[src/rtl/alu_col_pkg.sv]
// Shared definitions for the ALU result collector.
// Source unit encodings, the layout of a tagged FIFO entry, and a small
// helper that spots more than one unit reporting in the same cycle.
package alu_col_pkg;

  typedef enum logic [1:0] {
    SRC_ARITH = 2'd0,
    SRC_LOGIC = 2'd1,
    SRC_CMP   = 2'd2,
    SRC_SHIFT = 2'd3
  } src_e;

  // An entry is {zero, carry, src[1:0], data}, so the tag adds 4 bits above the data.
  localparam int unsigned ENTRY_TAG_W = 4;

  // True when two or more bits of the flag vector are set.
  function automatic logic more_than_one(input logic [3:0] flags);
    return (flags & (flags - 4'd1)) != 4'd0;
  endfunction

endpackage

[src/rtl/alu_res_fifo.sv]
// Parameterised synchronous FIFO for tagged ALU results.
// Ports:
//   clk, rst        : clock and synchronous active-high reset
//   push, wr_data   : write request and entry to store
//   pop             : remove the head entry
//   rd_data         : head entry, combinational read at the read pointer
//   full, empty     : occupancy status
//   count           : number of entries held (0..DEPTH)
// Storage is not reset; only pointers and count are.
module alu_res_fifo #(
  parameter int unsigned WIDTH = 20,
  parameter int unsigned DEPTH = 4,
  parameter int unsigned CNT_W = 3
) (
  input  logic             clk,
  input  logic             rst,
  input  logic             push,
  input  logic             pop,
  input  logic [WIDTH-1:0] wr_data,
  output logic [WIDTH-1:0] rd_data,
  output logic             full,
  output logic             empty,
  output logic [CNT_W-1:0] count
);

  localparam int unsigned      PTR_W    = $clog2(DEPTH);
  localparam logic [CNT_W-1:0] FULL_CNT = CNT_W'(DEPTH);

  logic [WIDTH-1:0] mem [DEPTH];
  logic [PTR_W-1:0] wr_ptr;
  logic [PTR_W-1:0] rd_ptr;
  logic             do_push;
  logic             do_pop;

  assign full    = (count == FULL_CNT);
  assign empty   = (count == '0);
  // A push into a full FIFO is only legal when the head leaves on the same edge.
  assign do_pop  = pop && !empty;
  assign do_push = push && (!full || do_pop);
  assign rd_data = mem[rd_ptr];

  always_ff @(posedge clk) begin
    if (do_push) begin
      mem[wr_ptr] <= wr_data;
    end
  end

  always_ff @(posedge clk) begin
    if (rst) begin
      wr_ptr <= '0;
      rd_ptr <= '0;
      count  <= '0;
    end else begin
      if (do_push) wr_ptr <= wr_ptr + PTR_W'(1);
      if (do_pop)  rd_ptr <= rd_ptr + PTR_W'(1);
      case ({do_push, do_pop})
        2'b10:   count <= count + CNT_W'(1);
        2'b01:   count <= count - CNT_W'(1);
        default: count <= count;
      endcase
    end
  end

endmodule

[src/rtl/alu_result_collector.sv]
// ALU result collector: picks the one active unit result per cycle
// (priority ARITH > LOGIC > CMP > SHIFT), tags it with source, carry and
// zero status, and queues it for the consumer over a valid/ready handshake.
// Ports:
//   CLK_COL, RST_COL         : clock, synchronous active-high reset
//   *_OUT_COL / *_Flag_COL   : unit results and their valid flags
//   Carry_out_COL            : arithmetic carry, used only when arith wins
//   RES_READY                : consumer accepts the head entry
//   CLR_STICKY               : clears the sticky status bits
//   RES_VALID/DATA/SRC/CARRY/ZERO : head entry, all 0 when empty
//   RES_COUNT                : entries held
//   OVF_STICKY               : a result was dropped on a full FIFO
//   ERR_STICKY               : several units reported in one cycle
module alu_result_collector
  import alu_col_pkg::*;
#(
  parameter int unsigned DATA_width = 16,
  parameter int unsigned FIFO_DEPTH = 4,
  parameter int unsigned CNT_width  = 3
) (
  input  logic                  CLK_COL,
  input  logic                  RST_COL,
  input  logic [DATA_width-1:0] ARITH_OUT_COL,
  input  logic                  Carry_out_COL,
  input  logic                  ARITH_Flag_COL,
  input  logic [DATA_width-1:0] LOGIC_OUT_COL,
  input  logic                  LOGIC_Flag_COL,
  input  logic [DATA_width-1:0] CMP_OUT_COL,
  input  logic                  CMP_Flag_COL,
  input  logic [DATA_width-1:0] SHIFT_OUT_COL,
  input  logic                  SHIFT_Flag_COL,
  input  logic                  RES_READY,
  input  logic                  CLR_STICKY,
  output logic                  RES_VALID,
  output logic [DATA_width-1:0] RES_DATA,
  output logic [1:0]            RES_SRC,
  output logic                  RES_CARRY,
  output logic                  RES_ZERO,
  output logic [CNT_width-1:0]  RES_COUNT,
  output logic                  OVF_STICKY,
  output logic                  ERR_STICKY
);

  localparam int unsigned ENTRY_W = DATA_width + ENTRY_TAG_W;

  logic [3:0]            flags;
  logic                  push_req;
  logic                  multi_src;
  src_e                  sel_src;
  logic [DATA_width-1:0] sel_data;
  logic                  sel_carry;
  logic                  sel_zero;
  logic [ENTRY_W-1:0]    wr_entry;
  logic [ENTRY_W-1:0]    rd_entry;
  logic [ENTRY_W-1:0]    head;
  logic                  fifo_full;
  logic                  fifo_empty;
  logic                  pop;
  logic                  push;
  logic                  drop;

  assign flags     = {ARITH_Flag_COL, LOGIC_Flag_COL, CMP_Flag_COL, SHIFT_Flag_COL};
  assign push_req  = |flags;
  assign multi_src = more_than_one(flags);

  always_comb begin
    sel_src   = SRC_SHIFT;
    sel_data  = SHIFT_OUT_COL;
    sel_carry = 1'b0;
    if (ARITH_Flag_COL) begin
      sel_src   = SRC_ARITH;
      sel_data  = ARITH_OUT_COL;
      sel_carry = Carry_out_COL;
    end else if (LOGIC_Flag_COL) begin
      sel_src  = SRC_LOGIC;
      sel_data = LOGIC_OUT_COL;
    end else if (CMP_Flag_COL) begin
      sel_src  = SRC_CMP;
      sel_data = CMP_OUT_COL;
    end
  end

  assign sel_zero = (sel_data == '0);
  assign wr_entry = {sel_zero, sel_carry, sel_src, sel_data};

  assign pop  = RES_VALID && RES_READY;
  assign drop = push_req && fifo_full && !pop;
  assign push = push_req && !drop;

  alu_res_fifo #(
    .WIDTH (ENTRY_W),
    .DEPTH (FIFO_DEPTH),
    .CNT_W (CNT_width)
  ) u_fifo (
    .clk     (CLK_COL),
    .rst     (RST_COL),
    .push    (push),
    .pop     (pop),
    .wr_data (wr_entry),
    .rd_data (rd_entry),
    .full    (fifo_full),
    .empty   (fifo_empty),
    .count   (RES_COUNT)
  );

  assign head      = fifo_empty ? '0 : rd_entry;
  assign RES_VALID = !fifo_empty;
  assign RES_DATA  = head[DATA_width-1:0];
  assign RES_SRC   = head[DATA_width+1:DATA_width];
  assign RES_CARRY = head[DATA_width+2];
  assign RES_ZERO  = head[DATA_width+3];

  // Set conditions win over a clear in the same cycle.
  always_ff @(posedge CLK_COL) begin
    if (RST_COL) begin
      OVF_STICKY <= 1'b0;
      ERR_STICKY <= 1'b0;
    end else begin
      if (drop)            OVF_STICKY <= 1'b1;
      else if (CLR_STICKY) OVF_STICKY <= 1'b0;
      if (multi_src)       ERR_STICKY <= 1'b1;
      else if (CLR_STICKY) ERR_STICKY <= 1'b0;
    end
  end

endmodule

[config.mk]
export PLATFORM = sky130hd
export DESIGN_NAME = alu_result_collector
export DESIGN_NICKNAME = d
export VERILOG_FILES = /design/src/rtl/alu_col_pkg.sv /design/src/rtl/alu_res_fifo.sv /design/src/rtl/alu_result_collector.sv
export SDC_FILE = /design/constraint.sdc
export NUM_CORES = 1
export LEC_CHECK = 0
export ABC_AREA = 1
export CORE_MARGIN = 1.5
export CORE_UTILIZATION = 45
export CTS_CLUSTER_SIZE = 40
export DETAILED_ROUTE_END_ITERATION = 12
export PLACE_DENSITY_LB_ADDON = 0.1
export SYNTH_ARGS = -nofsm -noshare
export SYNTH_HDL_FRONTEND = slang
export SYNTH_SLANG_ARGS = --single-unit
[constraint.sdc]
create_clock -name CLK_COL -period 1.9 [get_ports CLK_COL]
set_input_delay 0.285 -clock CLK_COL [delete_from_list [all_inputs] [get_ports CLK_COL]]
set_output_delay 0.285 -clock CLK_COL [all_outputs]
set_load 0.03 [all_outputs]
**After elaboration in Yosys (flattened, before gate mapping)**

Memories as Yosys holds them, arrays and structs flattened. A register that Yosys moved wholly into a read port is not among the register bits.
Cells that the tools add are included.

- Memories: 1
- Latch bits: 0
- RAM bits: 80
- Logic and storage cells: 49
- Output and inout bits: 26
- Memory bits (read-only): 0
- Bits in registers: 9

- Shift-type cells: 0
- Magnitude comparators: 0
- Add/subtract/negate cells: 5
- Bitwise logic cells: 1
- Muxes and demuxes: 16
- Reductions and logical operators: 18
- Equality and inequality tests: 3
- Divide/modulo/power cells: 0
- Multipliers: 0

Memories:

| name | depth | width | read ports | clocked after Yosys merged registers in | wr ports | RTL line | text |
|---|---|---|---|---|---|---|---|
| u_fifo.mem | 4 | 20 | 1 | 1 | 1 | alu_res_fifo.sv:29 | `logic [WIDTH-1:0] mem [DEPTH];` |

Operator list:

| cell | number |
|---|---|
| $mux 16 | 3 |
| $mux 20 | 1 |
| $logic_not 16->1 | 1 |
| $mux 2 | 4 |
| $mux 1 | 7 |
| $logic_and 1x1->1 | 6 |
| $pmux 3 s2 | 1 |
| $reduce_bool 2->1 | 3 |
| $add 2x1->2 const B | 2 |
| $and 4x4->4 | 1 |
| $logic_not 1->1 | 4 |
| $reduce_bool 4->1 | 1 |
| $reduce_or 4->1 | 1 |
| $sub 4x1->4 const B | 1 |
| $add 3x1->3 const B | 1 |
| $eq 3x3->1 const B | 1 |
| $logic_not 3->1 | 1 |
| $sub 3x1->3 const B | 1 |
| $eq 2x1->1 const B | 1 |
| $eq 2x2->1 const B | 1 |
| $logic_or 1x1->1 | 1 |

**Logic depth before layout (Yosys ltp)**

Gate-level depths: netlist of run 1.

- Depth after elaboration: 10
- Depth in mapped cells: 11
- Gate-level depth less buffers: 10

**By module**

A second synthesis of run 1 with hierarchy kept.

- Cell total of the unflattened synthesis: 479
- Area total of the unflattened synthesis: 4,441.8 um^2

Modules (own cells, without submodules):

| module | sequential area each (um^2) | cells an instance | instances | area an instance (um^2) |
|---|---|---|---|---|
| alu_res_fifo | 2,582.5 | 258 | 1 | 3,429.5 |
| alu_result_collector | 40.0 | 221 | 1 | 1,012.2 |

**Least setup slack after synthesis of run 1**

OpenSTA, ideal clock, no wires.

- Path kind: register to register
- Start point: reg u_fifo.count[1]
- End point: mem u_fifo.mem[0][0], enable pin
- Stages on the path, launching flop included: 5
- Slack: -0.267 ns
- Library setup time: 0.397 ns
- Arrival: 1.771 ns
- Clock period less this slack: 2.167 ns
- Cell sequence: dfxtp_1 > inv_1 > nand4_1 > nand2_2 > nor2_1

- Word-level cells in the longest chain between the ends: 10
- Elaborated cells on any way between the ends: 15

RTL lines:

| what | RTL line | text |
|---|---|---|
| start: declaration | alu_res_fifo.sv:23 | `output logic [CNT_W-1:0] count` |
| start signal: assignment | alu_res_fifo.sv:57 | `2'b10: count <= count + CNT_W'(1);` |
| start signal: assignment | alu_res_fifo.sv:58 | `2'b01: count <= count - CNT_W'(1);` |
| start signal: assignment | alu_res_fifo.sv:59 | `default: count <= count;` |
| $logic_not 3->1 | alu_res_fifo.sv:36 | `assign empty = (count == '0);` |
| $logic_not 1->1 | alu_res_fifo.sv:38, alu_result_collector.sv:107 |  |
| $logic_and 1x1->1 | alu_result_collector.sv:86 | `assign pop = RES_VALID && RES_READY;` |
| $logic_not 1->1 | alu_result_collector.sv:87 | `assign drop = push_req && fifo_full && !pop;` |
| $logic_and 1x1->1 | alu_result_collector.sv:87 |  |
| $logic_not 1->1 | alu_result_collector.sv:88 | `assign push = push_req && !drop;` |
| $logic_and 1x1->1 | alu_result_collector.sv:88 |  |
| $logic_and 1x1->1 (*) | alu_res_fifo.sv:39 | `assign do_push = push && (!full \|\| do_pop);` |
| $mux 1 (*) | alu_res_fifo.sv:43 | `if (do_push) begin` |
| $mux 1 (not written as such) (*) | alu_res_fifo.sv:44 | `mem[wr_ptr] <= wr_data;` |
| end: declaration | alu_res_fifo.sv:29 |  |

Every way passes the cells marked *; elsewhere a longest branch is shown, timed or not.

==> results of run 1 <==
==> cell usage in the layout (no fill, tap or decap), types with 7 or more instances in the layout <==
| cell type | n |
|---|---|
| o21ai_0 | 24 |
| clkdlybuf4s50_1 | 75 |
| clkbuf_8 | 9 |
| o21ai_1 | 22 |
| inv_1 | 32 |
| nor2_1 | 93 |
| buf_6 | 7 |
| a21oi_2 | 13 |
| nand2_1 | 51 |
| buf_4 | 53 |
| nand3_1 | 29 |
| a21oi_1 | 32 |
| or2_1 | 10 |
| edfxtp_1 | 80 |
==> sequential cells by signal, indices dropped and copies added (netlist names), named ones only <==
register       count
u_fifo.wr_ptr      2
OVF_STICKY         1
u_fifo.count       3
u_fifo.mem        80
u_fifo.rd_ptr      2
ERR_STICKY         1
==> per-stage QoR <==
step                      instances    util
after floorplan                 452       -
after global placement          704  0.6179
after detailed placement        704  0.6179
after CTS                       724  0.6578
after global routing            725  0.6644
final                           725  0.6644
==> logic make-up (layout without fill, tap and decap cells) <==
kind of cell               after synthesis  after routing
and+or+nand+nor                        200            200
AOI/OAI and AO/OA                       93             93
DFF                                     91             91
buffers and inverters                   62            206
adders and majority gates                6              6
==> cell type report <==
class	instances	area (um^2)
Multi-Input combinational cell	299	1476
Clock buffer	9	123.9
Inverter	38	146.4
Sequential cell	91	2634
Tap cell	129	161.4
Timing Repair Buffer	152	1506
Fill cell	776	3115
Clock inverter	7	120.1
==> report_power, final <==
part / total, mW / switching, mW / internal (mW)
combinational: 3.14 / 1.83 / 1.31
sequential: 2.66 / 0.126 / 2.53
clock: 1.57 / 0.682 / 0.884
==> worst min-delay path: cells and delay by family <==
family | cells | cell delay [ns]
and+or+nand+nor | 1 | 0.06
buffers and inverters | 2 | 0.30
==> worst max path at each step <==
stage                                  from                          end  slack [ns]  depth (start not counted)
3_3_place_gp                 ARITH_Flag_COL  u_fifo.mem[1][19]$_DFFE_PP_       -0.27                          9
4_1_cts                           flip-flop                 RES_DATA[11]       -0.06                          7
3_5_place_dp                 ARITH_Flag_COL  u_fifo.mem[3][19]$_DFFE_PP_       -0.33                          9
5_1_grt                           flip-flop                   RES_SRC[1]       -0.06                          7
6_report                          flip-flop                  RES_DATA[7]       0.005                          7
2_1_floorplan  u_fifo.count[1]$_SDFFE_PP0P_   u_fifo.mem[0][0]$_DFFE_PP_       -0.13                          4
==> metal layers <==
metal	global-route usage	vias up
li1	-	1800
met1	0.2776	1629
met2	0.3685	125
met3	0.04508	11
met4	0.06517	0
met5	0	-
==> timing repair <==
item,in CTS,in global routing
buffers inserted,2,1
cloned,2,0
setup endpoints to repair,21,25
gates resized for setup,24,46
pin swaps,9,14
==> metrics.txt, run 1 <==
# TYPE chip_impl_metric gauge
chip_impl_metric{name="synth_edf_count",unit=""} 80
chip_impl_metric{name="number_of_antenna_violations_at_the_first_check_in_global_routing",unit=""} 0
chip_impl_metric{name="synthToLayoutAreaGrowth",unit="%"} 42.82
chip_impl_metric{name="yosys_register_bits",unit=""} 91
chip_impl_info{name="crit-reg2reg-launch",value="u_fifo.count[0]$_SDFFE_PP0P_"} 1
chip_impl_metric{name="path_clk_slew",unit="ns"} 0.10
chip_impl_metric{name="pre_cts_ws",unit="ns"} -0.3313
chip_impl_metric{name="ys_types",unit=""} 25
chip_impl_metric{name="critPathArrivalTime",unit="ns"} 1.61
chip_impl_metric{name="cts_bufs_inserted",unit=""} 9
chip_impl_metric{name="clk_path_buf_depth",unit=""} 2
chip_impl_metric{name="clk-insertion-delay-late",unit="ns"} 0.35
chip_impl_metric{name="critical_path.max_stage_delay",unit="ns"} 0.39
chip_impl_metric{name="route.detailed.drc",unit=""} 0
chip_impl_metric{name="final_area",unit="um^2"} 6168
chip_impl_metric{name="synth_sequential_area_ratio",unit=""} 0.6072
chip_impl_metric{name="cts-htree-levels",unit=""} 3
chip_impl_metric{name="final_layout_size_suffix_gt1_frac",unit=""} 0.2164
chip_impl_metric{name="power_density",unit="nW/um^2"} 1193
chip_impl_info{name="most_common_cell_in_the_synthesized_netlist",value="nor2_1"} 1
chip_impl_metric{name="synth_top_cell_area_share",unit=""} 0.5562
chip_impl_metric{name="reg2reg_depth",unit=""} 10
chip_impl_info{name="synth_top_cells_by_count",value="nor2_1 (98), edfxtp_1 (80), nand2_1 (52)"} 1
chip_impl_info{name="startpoint_type",value="flip-flop"} 1
chip_impl_info{name="timing.critical_path.max_delay_family",value="buffers and inverters"} 1
chip_impl_metric{name="postSynthAreaPerCell",unit="um^2"} 9.556
chip_impl_info{name="timing_worst_setup_path_type",value="reg2out"} 1
chip_impl_metric{name="max-slew-margin-rel",unit=""} 0.7800
chip_impl_metric{name="floorplan.die.width",unit="um"} 101.0
chip_impl_metric{name="grt_start_max_net_pins",unit=""} 23
chip_impl_metric{name="crit_required",unit="ns"} 1.62
chip_impl_info{name="path_cells",value="buf_8, buf_12, nor2_1, nor2_1, o21ai_1, a21oi_1, buf_4"} 1
chip_impl_info{name="post-synth-top-area-cell",value="edfxtp_1"} 1
chip_impl_metric{name="max_cap_viol_count",unit=""} 0
chip_impl_metric{name="port_buffer_count",unit=""} 98
chip_impl_metric{name="gp_routability_congestion",unit=""} 0.7939
chip_impl_metric{name="route.met2.wl",unit="um"} 5160
chip_impl_info{name="end_kind",value="output port"} 1
chip_impl_info{name="worst_path_max_delay_cell",value="dfxtp_4"} 1
chip_impl_metric{name="synth_nets",unit=""} 531
chip_impl_metric{name="slew_violations",unit=""} 0
chip_impl_metric{name="detailedRoute.firstPassIterationCount",unit=""} 4
chip_impl_metric{name="setup_viol",unit=""} 0
chip_impl_metric{name="die_h",unit="um"} 101.0
chip_impl_info{name="min-delay-path-class",value="in2reg"} 1
chip_impl_metric{name="setup_total_negative_slack",unit="ns"} 0
chip_impl_metric{name="cts.sinks",unit=""} 91
chip_impl_info{name="synth_top_family_by_area",value="simple AND/OR/NAND/NOR gates"} 1
chip_impl_metric{name="residual_antenna_violating_net_count_after_detailed_routing",unit=""} 0
chip_impl_metric{name="vias_per_cell",unit=""} 4.917
chip_impl_info{name="rsz_0062_raised_after_global_routing",value="yes"} 1
chip_impl_info{name="synthFlopType",value="edfxtp_1"} 1
chip_impl_metric{name="top_level_ports",unit=""} 99
chip_impl_metric{name="count_of_buffering_cells_on_the_critical_path_with_inverters_included",unit=""} 3
chip_impl_info{name="cpMostUsedCell",value="nor2_1"} 1
chip_impl_info{name="holdPathEnd",value="u_fifo.mem[1][17]$_DFFE_PP_"} 1
chip_impl_metric{name="xor_xnor_share_of_the_synthesized_area",unit=""} 0
chip_impl_metric{name="holdBufCountCts",unit=""} 0
chip_impl_metric{name="ys_async_sr_fraction",unit=""} 0
chip_impl_metric{name="synth_simple_gate_area_share",unit=""} 0.1952
chip_impl_metric{name="yosys_warnings",unit=""} 0
chip_impl_metric{name="wire_per_inst",unit="um"} 14.54
chip_impl_metric{name="wirelength",unit="um"} 10540
chip_impl_metric{name="antenna_cells_inserted",unit=""} 0
chip_impl_metric{name="hold_viol",unit=""} 0
chip_impl_metric{name="leakage",unit="nW"} 2.443
chip_impl_metric{name="detailedRoute.firstIterationViolations",unit=""} 112
chip_impl_info{name="critical_path.reg2reg.endpoint",value="u_fifo.count[2]$_SDFFE_PP0P_"} 1
chip_impl_metric{name="synth-compound-area-share",unit=""} 0.1167
chip_impl_metric{name="finalNetCount",unit=""} 670
chip_impl_metric{name="tightest_slew",unit="ns"} 0.3290
chip_impl_info{name="outcome",value="finished, final reports clean"} 1
chip_impl_metric{name="vias_in_the_first_global_route",unit=""} 3392
chip_impl_metric{name="final.period_utilization",unit=""} 0.9971
chip_impl_metric{name="timing.final.crit_period",unit="ns"} 1.895
chip_impl_info{name="netlist_top_cells_area",value="edfxtp_1 (56%), nor2_1 (8.5%), dfxtp_1 (5.1%)"} 1
chip_impl_metric{name="post_synth_mux_area_share",unit=""} 0
chip_impl_metric{name="path_max_fanout",unit=""} 9
chip_impl_metric{name="met3RoutedLength",unit="um"} 820
chip_impl_metric{name="floorplan.rows",unit=""} 35
chip_impl_info{name="cts_tree",value="done"} 1
chip_impl_metric{name="post_synth_inst_count",unit=""} 452
chip_impl_metric{name="grt_pass1_wl",unit="um"} 16480
chip_impl_metric{name="dp.final_hpwl",unit="um"} 7733
chip_impl_info{name="timing.hold.worst.start",value="LOGIC_Flag_COL"} 1
chip_impl_metric{name="detailroute.via_count",unit=""} 3565
chip_impl_info{name="topRoutingLayerUsed",value="met4"} 1
chip_impl_metric{name="post_synth_instance_area",unit="um^2"} 4319
chip_impl_metric{name="final.setup_skew",unit="ns"} 0.01278
chip_impl_metric{name="overflow",unit=""} 0
chip_impl_metric{name="core_region_area",unit="um^2"} 9284
chip_impl_metric{name="wirelength_met1",unit="um"} 4437
chip_impl_metric{name="fmax",unit="GHz"} 0.5278
chip_impl_metric{name="design_power_total",unit="mW"} 7.361
chip_impl_metric{name="vdd_ir_drop_max",unit="mV"} 0.4997
chip_impl_info{name="clockRootBuffer",value="clkbuf_8"} 1
chip_impl_metric{name="track_usage",unit=""} 0.2158
chip_impl_metric{name="initial_core_util",unit=""} 0.4652
chip_impl_metric{name="finalWorstSetupSlack",unit="ns"} 0.005467
chip_impl_metric{name="r2r_slack",unit="ns"} 0.16
chip_impl_metric{name="synthAdderAreaFrac",unit=""} 0.01912
chip_impl_metric{name="floorplan.die_area",unit="um^2"} 10190
chip_impl_metric{name="fin_hold_ws",unit="ns"} 0.4503
chip_impl_metric{name="worst_hold_path.num_cells",unit=""} 3
chip_impl_metric{name="detailed_place.area",unit="um^2"} 5737
Power figures use the tool's default switching activity.
==> run 2, diff against run 1 <==
- HOLD_SLACK_MARGIN: not set -> 0.15
- TNS_END_PERCENT: not set -> 30
==> metrics.txt, run 2 (synthesized netlist as in run 1, its figures left out) <==
# TYPE chip_impl_metric gauge
chip_impl_info{name="outcome",value="complete, but fails checks"} 1
chip_impl_info{name="failing_checks",value="negative setup slack"} 1
chip_impl_metric{name="synthToLayoutAreaGrowth",unit="%"} 42.38
chip_impl_metric{name="fin_hold_ws",unit="ns"} 0.4750
chip_impl_info{name="register_name_with_the_most_flops",value="u_fifo.mem"} 1
chip_impl_metric{name="top_level_ports",unit=""} 99
chip_impl_metric{name="setup_viol",unit=""} 1
chip_impl_metric{name="leakage",unit="nW"} 2.373
chip_impl_metric{name="grt_use_met1",unit=""} 0.2832
chip_impl_info{name="largestRegisters",value="u_fifo.mem x80, u_fifo.count x3"} 1
chip_impl_metric{name="port_buffer_count",unit=""} 98
chip_impl_metric{name="hold_viol",unit=""} 0
chip_impl_info{name="worst_path_max_delay_cell",value="dfxtp_4"} 1
chip_impl_info{name="global_route.peak_usage_layer",value="met2"} 1
chip_impl_info{name="startpoint_type",value="flip-flop"} 1
chip_impl_info{name="rsz_0062_raised_after_global_routing",value="yes"} 1
chip_impl_metric{name="area_of_the_multi_input_gates",unit="um^2"} 1545
chip_impl_metric{name="final.setup_skew",unit="ns"} 0.009726
chip_impl_info{name="leading_cell_type_in_the_layout_fill_and_taps_excluded",value="nor2_1"} 1
chip_impl_metric{name="overflow",unit=""} 0
chip_impl_metric{name="cts-htree-levels",unit=""} 3
chip_impl_info{name="timing.critical_path.max_delay_family",value="buffers and inverters"} 1
chip_impl_metric{name="tightest_slew",unit="ns"} 0.3520
chip_impl_metric{name="gp_routability_congestion",unit=""} 0.8801
chip_impl_metric{name="wirelength",unit="um"} 10710
chip_impl_metric{name="largest_register_ffs",unit=""} 80
chip_impl_metric{name="detailroute.via_count",unit=""} 3539
chip_impl_metric{name="floorplan.rows",unit=""} 35
chip_impl_metric{name="slew_violations",unit=""} 0
chip_impl_metric{name="power_density",unit="nW/um^2"} 1166
chip_impl_metric{name="setup_total_negative_slack",unit="ns"} -0.002493
chip_impl_info{name="min-delay-path-class",value="reg2reg"} 1
chip_impl_metric{name="max_cap_viol_count",unit=""} 0
chip_impl_metric{name="die_h",unit="um"} 101.0
chip_impl_metric{name="floorplan.die_area",unit="um^2"} 10190
chip_impl_metric{name="antenna_cells_inserted",unit=""} 0
chip_impl_metric{name="track_usage",unit=""} 0.2199
chip_impl_metric{name="timing.final.crit_period",unit="ns"} 1.902
chip_impl_metric{name="fmax",unit="GHz"} 0.5256
chip_impl_metric{name="path_clk_slew",unit="ns"} 0.09
chip_impl_metric{name="crit_required",unit="ns"} 1.62
chip_impl_metric{name="grt_pass1_wl",unit="um"} 17020
chip_impl_metric{name="detailedRoute.firstPassIterationCount",unit=""} 4
chip_impl_info{name="clockRootBuffer",value="clkbuf_8"} 1
chip_impl_metric{name="finalNetCount",unit=""} 665
chip_impl_metric{name="residual_antenna_violating_net_count_after_detailed_routing",unit=""} 0
chip_impl_metric{name="path_max_fanout",unit=""} 8
chip_impl_metric{name="critPathArrivalTime",unit="ns"} 1.62
chip_impl_info{name="cts_tree",value="done"} 1
chip_impl_metric{name="final.period_utilization",unit=""} 1.001
chip_impl_metric{name="finalWorstSetupSlack",unit="ns"} -0.002493
chip_impl_info{name="end_kind",value="output port"} 1
chip_impl_metric{name="sequential_cell_area",unit="um^2"} 2633
chip_impl_metric{name="clk-insertion-delay-late",unit="ns"} 0.35
chip_impl_info{name="most_frequent_cells_in_the_layout",value="nor2_1 (94), edfxtp_1 (80), clkdlybuf4s50_1 (77)"} 1
chip_impl_metric{name="max-slew-margin-rel",unit=""} 0.7646
chip_impl_metric{name="count_of_buffering_cells_on_the_critical_path_with_inverters_included",unit=""} 3
chip_impl_info{name="timing_worst_setup_path_type",value="reg2out"} 1
chip_impl_metric{name="cts_bufs_inserted",unit=""} 9
chip_impl_metric{name="critical_path.max_stage_delay",unit="ns"} 0.40
chip_impl_metric{name="vias_per_cell",unit=""} 4.915
chip_impl_metric{name="final_layout_size_suffix_gt1_frac",unit=""} 0.2352
chip_impl_metric{name="globalRouteMet2Util",unit=""} 0.3737
chip_impl_metric{name="floorplan.die.width",unit="um"} 101.0
chip_impl_metric{name="number_of_antenna_violations_at_the_first_check_in_global_routing",unit=""} 0
chip_impl_metric{name="final.fill_count",unit=""} 749
chip_impl_metric{name="vias_in_the_first_global_route",unit=""} 3590
chip_impl_metric{name="vdd_ir_drop_max",unit="mV"} 0.4943
chip_impl_info{name="path_cells",value="clkinvlp_4, buf_6, o21ai_0, a21oi_1, buf_4"} 1
chip_impl_metric{name="final_util",unit=""} 0.6624
chip_impl_metric{name="pre_cts_ws",unit="ns"} -0.3288
chip_impl_metric{name="global_route_met3_usage",unit=""} 0.04785
chip_impl_metric{name="initial_core_util",unit=""} 0.4652
chip_impl_metric{name="dp.final_hpwl",unit="um"} 7516
chip_impl_metric{name="design_power_total",unit="mW"} 7.173
chip_impl_metric{name="cts.sinks",unit=""} 91
chip_impl_metric{name="detailedRoute.firstIterationViolations",unit=""} 146
chip_impl_metric{name="route.detailed.drc",unit=""} 0
chip_impl_metric{name="grt_start_max_net_pins",unit=""} 25
chip_impl_metric{name="clk_path_buf_depth",unit=""} 2
chip_impl_metric{name="core_region_area",unit="um^2"} 9284
chip_impl_metric{name="wire_per_inst",unit="um"} 14.88
==> run 2: changes by cell type in the layout (fill, tap and decap cells not counted), moves of 5 or more <==
cell / delta
o21ai_2: +15
clkinvlp_4: +5
o21ai_0: -16
buf_4: -5
==> run 2: final timing paths <==
path	endpoint	cells past startpoint	start	slack, ns
setup / recovery	RES_DATA[11]	5	flip-flop	-0.002
hold / removal	OVF_STICKY$_SDFFE_PP0P_	2	OVF_STICKY$_SDFFE_PP0P_	0.47
setup reg to reg	u_fifo.count[2]$_SDFFE_PP0P_	10	u_fifo.count[0]$_SDFFE_PP0P_	0.15
hold reg to reg	OVF_STICKY$_SDFFE_PP0P_	2	OVF_STICKY$_SDFFE_PP0P_	0.47
==> run 2: per-layer routing <==
metal / up-vias / wire, um
li1: 1784 / -
met1: 1589 / 4501
met2: 150 / 5190
met3: 16 / 813
met4: 0 / 209
met5: - / 0
==> run 2: layout make-up <==
class | count | share of cell area
Clock inverter | 7 | 0.01628
Tap cell | 129 | 0.02625
Multi-Input combinational cell | 299 | 0.2513
Timing Repair Buffer | 144 | 0.2303
Clock buffer | 9 | 0.02014
Sequential cell | 91 | 0.4281
Inverter | 38 | 0.02442
Timing Repair inverter | 3 | 0.003255
==> run 2: report_power, final <==
part	switching [mW]	internal, mW
Sequential	0.127	2.53
Clock	0.674	0.752
Combinational	1.86	1.23
==> run 2: what timing repair did <==
action                                  CTS  global route
pin swaps                                 1             6
resized for setup                        16            76
cloned                                    2             2
hold buffers                              0             0
setup buffers                             3             0
endpoints found under the setup margin   21            25
==> run 2: stage by stage <==
step | std cells | area [um^2]
after floorplan | 452 | 4319
after global placement | 697 | 5670
after detailed placement | 697 | 5670
after CTS | 718 | 5968
after global routing | 720 | 6150
final | 720 | 6150
==> run 2: tightest hold or removal path, delay by kind of cell, from the launching register on <==
family | cells | cell delay [ns]
AOI/OAI and AO/OA | 1 | 0.06
DFF | 1 | 0.32
and+or+nand+nor | 1 | 0.06
==> RTL edit 1: new RTL, settings of run 1 <==
The parameter `DATA_width` goes from 16 to 32.
--- a/src/rtl/alu_result_collector.sv
+++ b/src/rtl/alu_result_collector.sv
@@ -14,7 +14,7 @@
 module alu_result_collector
   import alu_col_pkg::*;
 #(
-  parameter int unsigned DATA_width = 16,
+  parameter int unsigned DATA_width = 32,
   parameter int unsigned FIFO_DEPTH = 4,
   parameter int unsigned CNT_width  = 3
 ) (
Interface: changed (5 resized); port bits go from 99 to 179. The function was not compared with the original's and may differ.
==> RTL edit 1 against run 1 <==
Total power rose by 110%. Non-clock buffer count increased by 119. Sequential cell count is 64 higher. Largest cell class unchanged. Die area is 70% higher. Routed wire length grew 130%. Worst hold slack worse by 0.045 ns. Worst setup slack worse by 0.21 ns. Synthesized area up 72%. The run now ends with setup timing left. Critical endpoint is now RES_DATA[31]. Cell area up 87%. Final cell count increased by 78%. First-iteration DRC count increased to 4.6 times the old value. Sequential power up 69%.
==> RTL edit 1: results (changes against run 1) <==
Final setup viols -> 36 (+36)
post-detail-place hpwl -> 14280 um (+85%)
Clock H-tree levels -> 4 (+1)
Syn Nets -> 955 (+80%)
Crit Path Class -> reg -> out
Final WS setup -> -0.1997 ns (-0.2052 ns)
drt wl/cell -> 18.51 um (+27%)
commonest cells in the netlist -> nor2_1, edfxtp_1, nand2_1
Setup Skew -> 0.009360 ns (-0.003424 ns)
Synth top area share -> 0.5816 (+0.02542)
Setup Total Neg Slack -> -2.893 ns (-2.893 ns)
vias -> 6712 (+88%)
Longest Clk Path Bufs -> 2 (unchanged)
Post-synth top flop -> edfxtp_1
switching share of power -> 0.3636 (+0.005507)
RD Place Congestion -> 0.8544 (+7.6%)
register area share after synthesis -> 0.6112 (+0.004058)
cell chosen for the clock root -> clkbuf_16
violated checks -> setup timing
FF-to-FF End -> u_fifo.count[2]
worst r2r src -> u_fifo.count[0]
Ys Warns -> 0 (unchanged)
Slew @ Worst Pin -> 0.4741 ns (+0.1451 ns)
maximum number of pins on one net before global-route repair -> 37 (+61%)
post-synthesis cell type count -> 21 (-16%)
status -> finished, violations left
Worst-path clk slew -> 0.06 ns (-0.04 ns)
DRT Pass-1 Iters -> 5 (+1)
n_diodes -> 0 (unchanged)
leakage -> 0.004655 uW (+91%)
gr usage total -> 0.2491 (+0.03328)
Register-to-Register Path Depth -> 12 (+2)
CP max FO -> 5 (-4)
worst-skew pair later-pin latency -> 0.42 ns (+0.07 ns)
Async SR Flop Fraction -> 0 (unchanged)
CTS Buf Count -> 17 (+8)
Hold Path End -> u_fifo.mem[1][33]
largest registers -> u_fifo.mem: 144 flops, u_fifo.count: 3 flops
NumNets Final -> 1203 (+80%)
Reg2Reg Setup Slack -> 0.04 ns (-0.12 ns)
number of global-route vias before repair -> 6193 (+83%)
Post-Place Worst Slack -> -0.5085 ns (-0.1772 ns)
Area contributors post-synth -> edfxtp_1, nor2_1, nand2_1
hold path startpoint -> ARITH_Flag_COL
Peak VDD IR -> 0.9993 mV (+100%)
fillers -> 1165 (+50%)
antenna violations before repair -> 0 (unchanged)
ratio of cells with drive above 1 in the final layout -> 0.2153 (-0.001159)
Iteration-0 DRC Markers -> 512 (+360%)
Port-buffer cells -> 178 (+82%)
first-pass GRT wire length -> 32950 um (+100%)
EDFF count, synth -> 144 (+80%)
-- RTL edit 1: cell families (layout without fill, tap and decap cells) --
kind of cell / count (synthesis) / after routing / synth area share
fa+ha+maj: 6 / 6 / 0.01111
simple gates: 355 / 356 / 0.1915
buf+inv: 139 / 399 / 0.08044
flops: 155 / 155 / 0.6112
compound gates: 157 / 157 / 0.1057
-- RTL edit 1: stage by stage --
step	cells	hold slack, ns	util	power (uW)	cell area, um^2
after floorplan	812	0.3500	-	7173	7510
final	1289	0.4056	0.7215	15130	11540
after global placement	1226	0.4561	0.6351	10030	10160
after global routing	1289	0.4048	0.7215	15660	11540
after CTS	1263	0.3966	0.6835	14010	10940
after detailed placement	1226	0.4671	0.6351	10090	10160
-- RTL edit 1: power groups by stage --
stage / logic, uW / registers, uW / clock network, uW
6_report: 7170 / 4490 / 3470
3_5_place_dp: 5580 / 4500 / 0
5_1_grt: 7520 / 4520 / 3620
4_1_cts: 6100 / 4460 / 3460
3_3_place_gp: 5540 / 4490 / 0
2_1_floorplan: 2660 / 4510 / 0
-- RTL edit 1: worst max-delay path: stages, from the launching register on --
cell and delay [ns]:
dfxtp_4 0.41, buf_4 0.14, buf_12 0.11, nor2_1 0.04, nor2_1 0.08, o21ai_0 0.17
a21oi_2 0.28, buf_12 0.15
-- RTL edit 1: worst max-delay path by stage --
stage	end	slack, ns
3_5_place_dp	u_fifo.mem[1][35]	-0.51
6_report	RES_DATA[31]	-0.20
2_1_floorplan	u_fifo.mem[0][0]	-0.12
3_3_place_gp	u_fifo.mem[1][35]	-0.49
4_1_cts	RES_ZERO	-0.14
5_1_grt	RES_DATA[31]	-0.29
-- RTL edit 1: layer usage --
layer,part of all wire,routed length [um],GRT usage,vias to the layer above
li1,-,-,-,3202
met1,0.41,9785,0.3293,3172
met2,0.49,11750,0.4076,317
met3,0.080,1919,0.06289,21
met4,0.017,404,0.07037,0
met5,0,0,0,-
-- RTL edit 1: layout make-up --
| type | count | area, um^2 | share of cell area |
|---|---|---|---|
| clock buffer | 17 | 425.4 | 0.03685 |
| clock inverter | 15 | 175.2 | 0.01517 |
| inverter | 94 | 371.6 | 0.03219 |
| multi-input combinational | 519 | 2561 | 0.2219 |
| sequential | 155 | 4561 | 0.3951 |
| tap | 216 | 270.3 | 0.02341 |
| timing repair buffer | 271 | 3162 | 0.2739 |
| timing repair inverter | 2 | 17.52 | 0.001517 |
-- RTL edit 1: repair_timing --
action                     4_1_cts  5_1_grt
cloned                           4       12
setup buffers                    1       14
pin swaps                        8       31
resized for setup               30      115
setup endpoints to repair       41       38
==> RTL edit 2: new RTL, flow settings as in run 1 <==
Without the edit above. Make the reset (`RST_COL` and `rst`) asynchronous in 2 clocked blocks. Comments in the files are not updated.
--- a/src/rtl/alu_res_fifo.sv
+++ b/src/rtl/alu_res_fifo.sv
@@ -45,7 +45,7 @@
     end
   end
 
-  always_ff @(posedge clk) begin
+  always_ff @(posedge clk or posedge rst) begin
     if (rst) begin
       wr_ptr <= '0;
       rd_ptr <= '0;
--- a/src/rtl/alu_result_collector.sv
+++ b/src/rtl/alu_result_collector.sv
@@ -111,7 +111,7 @@
   assign RES_ZERO  = head[DATA_width+3];
 
   // Set conditions win over a clear in the same cycle.
-  always_ff @(posedge CLK_COL) begin
+  always_ff @(posedge CLK_COL or posedge RST_COL) begin
     if (RST_COL) begin
       OVF_STICKY <= 1'b0;
       ERR_STICKY <= 1'b0;
Function: differs if RST_COL is asserted again (counterexample within 4 cycles, from zero or initial values and one cycle with RST_COL high); with RST_COL held inactive, the same outputs for 10 cycles.
==> RTL edit 2 against run 1 <==
The flow now finishes with violations (setup timing). Largest power group unchanged. Synthesized cell count is 1.1% higher. Routed wire length up 9.1%. Worst setup slack worse by 0.11 ns. Largest cell class unchanged. Cell area rose by 3.6%. Critical path type unchanged. First-iteration DRC count up 100%. Final cell count increased by 1.8%. Sequential cell count down 2. Total power grew 41%. Count of clock-buffer cells in the layout grew 1. Synthesized area shrank 0.14%. Die area shrank 0.14%. Sequential share of layout area down 1.5 points. Register-to-register slack worse by 0.19 ns.
==> RTL edit 2: results (changes against run 1) <==
number of global-route vias before repair -> 3660 (+7.9%)
RD Place Congestion -> 0.8459 (+6.5%)
met1 GRT Util -> 0.2925 (+0.01495)
Syn Nets -> 536 (+0.94%)
Async SR Flop Fraction -> 0.1011 (+0.1011)
Peak VDD IR -> 0.8386 mV (+68%)
FF-to-FF End -> u_fifo.count[2]
Iteration-0 DRC Markers -> 229 (+100%)
XOR/XNOR share of the synthesized area -> 0.008123 (+0.008123)
violated checks -> setup timing
first-pass GRT wire length -> 17590 um (+6.7%)
switching share of power -> 0.4078 (+0.04969)
# resized after CTS -> 13 (-46%)
post-synthesis cell type count -> 26 (+4.0%)
Reg2Reg Setup Slack -> -0.03 ns (-0.19 ns)
DRT Pass-1 Iters -> 4 (unchanged)
Final WS setup -> -0.1071 ns (-0.1125 ns)
vias -> 3647 (+2.3%)
Adder-Cell Fraction of Synth Area -> 0.01915 (+0.00002773)
slowest stage cell, crit path -> dfrtp_2
maximum number of pins on one net before global-route repair -> 36 (+57%)
post-synthesis compound-gate area fraction -> 0.09661 (-0.02014)
Area contributors post-synth -> edfxtp_1, nor2_1, nand2_1
NumNets Final -> 684 (+2.1%)
post-detail-place hpwl -> 7397 um (-4.3%)
leakage -> 0.002597 uW (+6.3%)
register area share after synthesis -> 0.6092 (+0.002041)
Setup Skew -> 0.01225 ns (-0.0005314 ns)
ratio of cells with drive above 1 in the final layout -> 0.2512 (+0.03479)
Register-to-Register Path Depth -> 11 (+1)
Worst-path clk slew -> 0.08 ns (-0.02 ns)
met3 Track Usage GR -> 0.04508 (unchanged)
worst r2r src -> u_fifo.count[1]
Setup Total Neg Slack -> -1.331 ns (-1.331 ns)
grt met2 use -> 0.3851 (+0.01663)
Final setup viols -> 21 (+21)
status -> finished, violations left
Post-CTS Setup Inserts -> 6 (+4)
sequential cell fraction of total power -> 0.309 (-0.052)
Worst Hold Class -> in -> async
CP peak stage delay -> 0.45 ns (+0.06 ns)
drt wl/cell -> 15.58 um (+7.1%)
placed cell areas -> 0.005703 mm^2 (-0.59%)
Clk power -> 1360 uW (-13%)
gr usage total -> 0.2296 (+0.01375)
EDFF count, synth -> 80 (unchanged)
Net Switching -> 4226 uW (+60%)
CP max FO -> 7 (-2)
CP Capture Point -> RES_SRC[1]
==> RTL edit 2: cell count changes in the layout (fill, tap and decap cells not counted), sizes merged, moves of 4 or more <==
cell,change
nand2,+19
or2,-16
dfxtp,-11
dfrtp,+9
inv,+8
a21oi,-7
buf,+5
clkbuf,+4
clkinvlp,+4
o21ai,-4
==> RTL edit 2: cell families after synthesis <==
group | Yosys count
buf+inv | 76
flops | 89
simple gates | 201
fa+ha+maj | 6
xor+xnor | 4
compound gates | 81
==> RTL edit 2: final cells by class <==
| cell class | count | area (um^2) | share of cell area |
|---|---|---|---|
| clock buffers | 10 | 127.6 | 0.01998 |
| repair buffers | 160 | 1615 | 0.2528 |
| inverters | 51 | 207.7 | 0.03251 |
| repair inverters | 2 | 15.01 | 0.002350 |
| clock inverters | 5 | 78.83 | 0.01234 |
| flip-flops and latches | 89 | 2634 | 0.4123 |
| multi-input cells | 292 | 1549 | 0.2425 |
| well taps | 129 | 161.4 | 0.02526 |
==> RTL edit 2: worst min path at each step <==
stage / from / end / cells after the start
global route: RST_COL / ERR_STICKY / 2
CTS: RST_COL / OVF_STICKY / 2
finish: RST_COL / ERR_STICKY / 2
floorplan: RST_COL / ERR_STICKY / 1
global placement: OVF_STICKY / OVF_STICKY / 2
detailed placement: OVF_STICKY / OVF_STICKY / 2
==> RTL edit 2: per-stage QoR <==
step,cells,setup slack (ns),util,hold WS [ns]
after floorplan,457,-0.2458,-,0.1127
after global placement,706,-0.3233,0.6143,0.4732
after detailed placement,706,-0.3551,0.6143,0.4878
after CTS,728,-0.1186,0.6461,0.2195
after global routing,738,-0.1805,0.6881,0.2563
final,738,-0.1071,0.6881,0.2246
==> RTL edit 2: routing by layer <==
layer,part of all wire,routed length [um]
met4,0.025,287
met3,0.065,744
met5,0,0
met1,0.42,4852
met2,0.49,5613
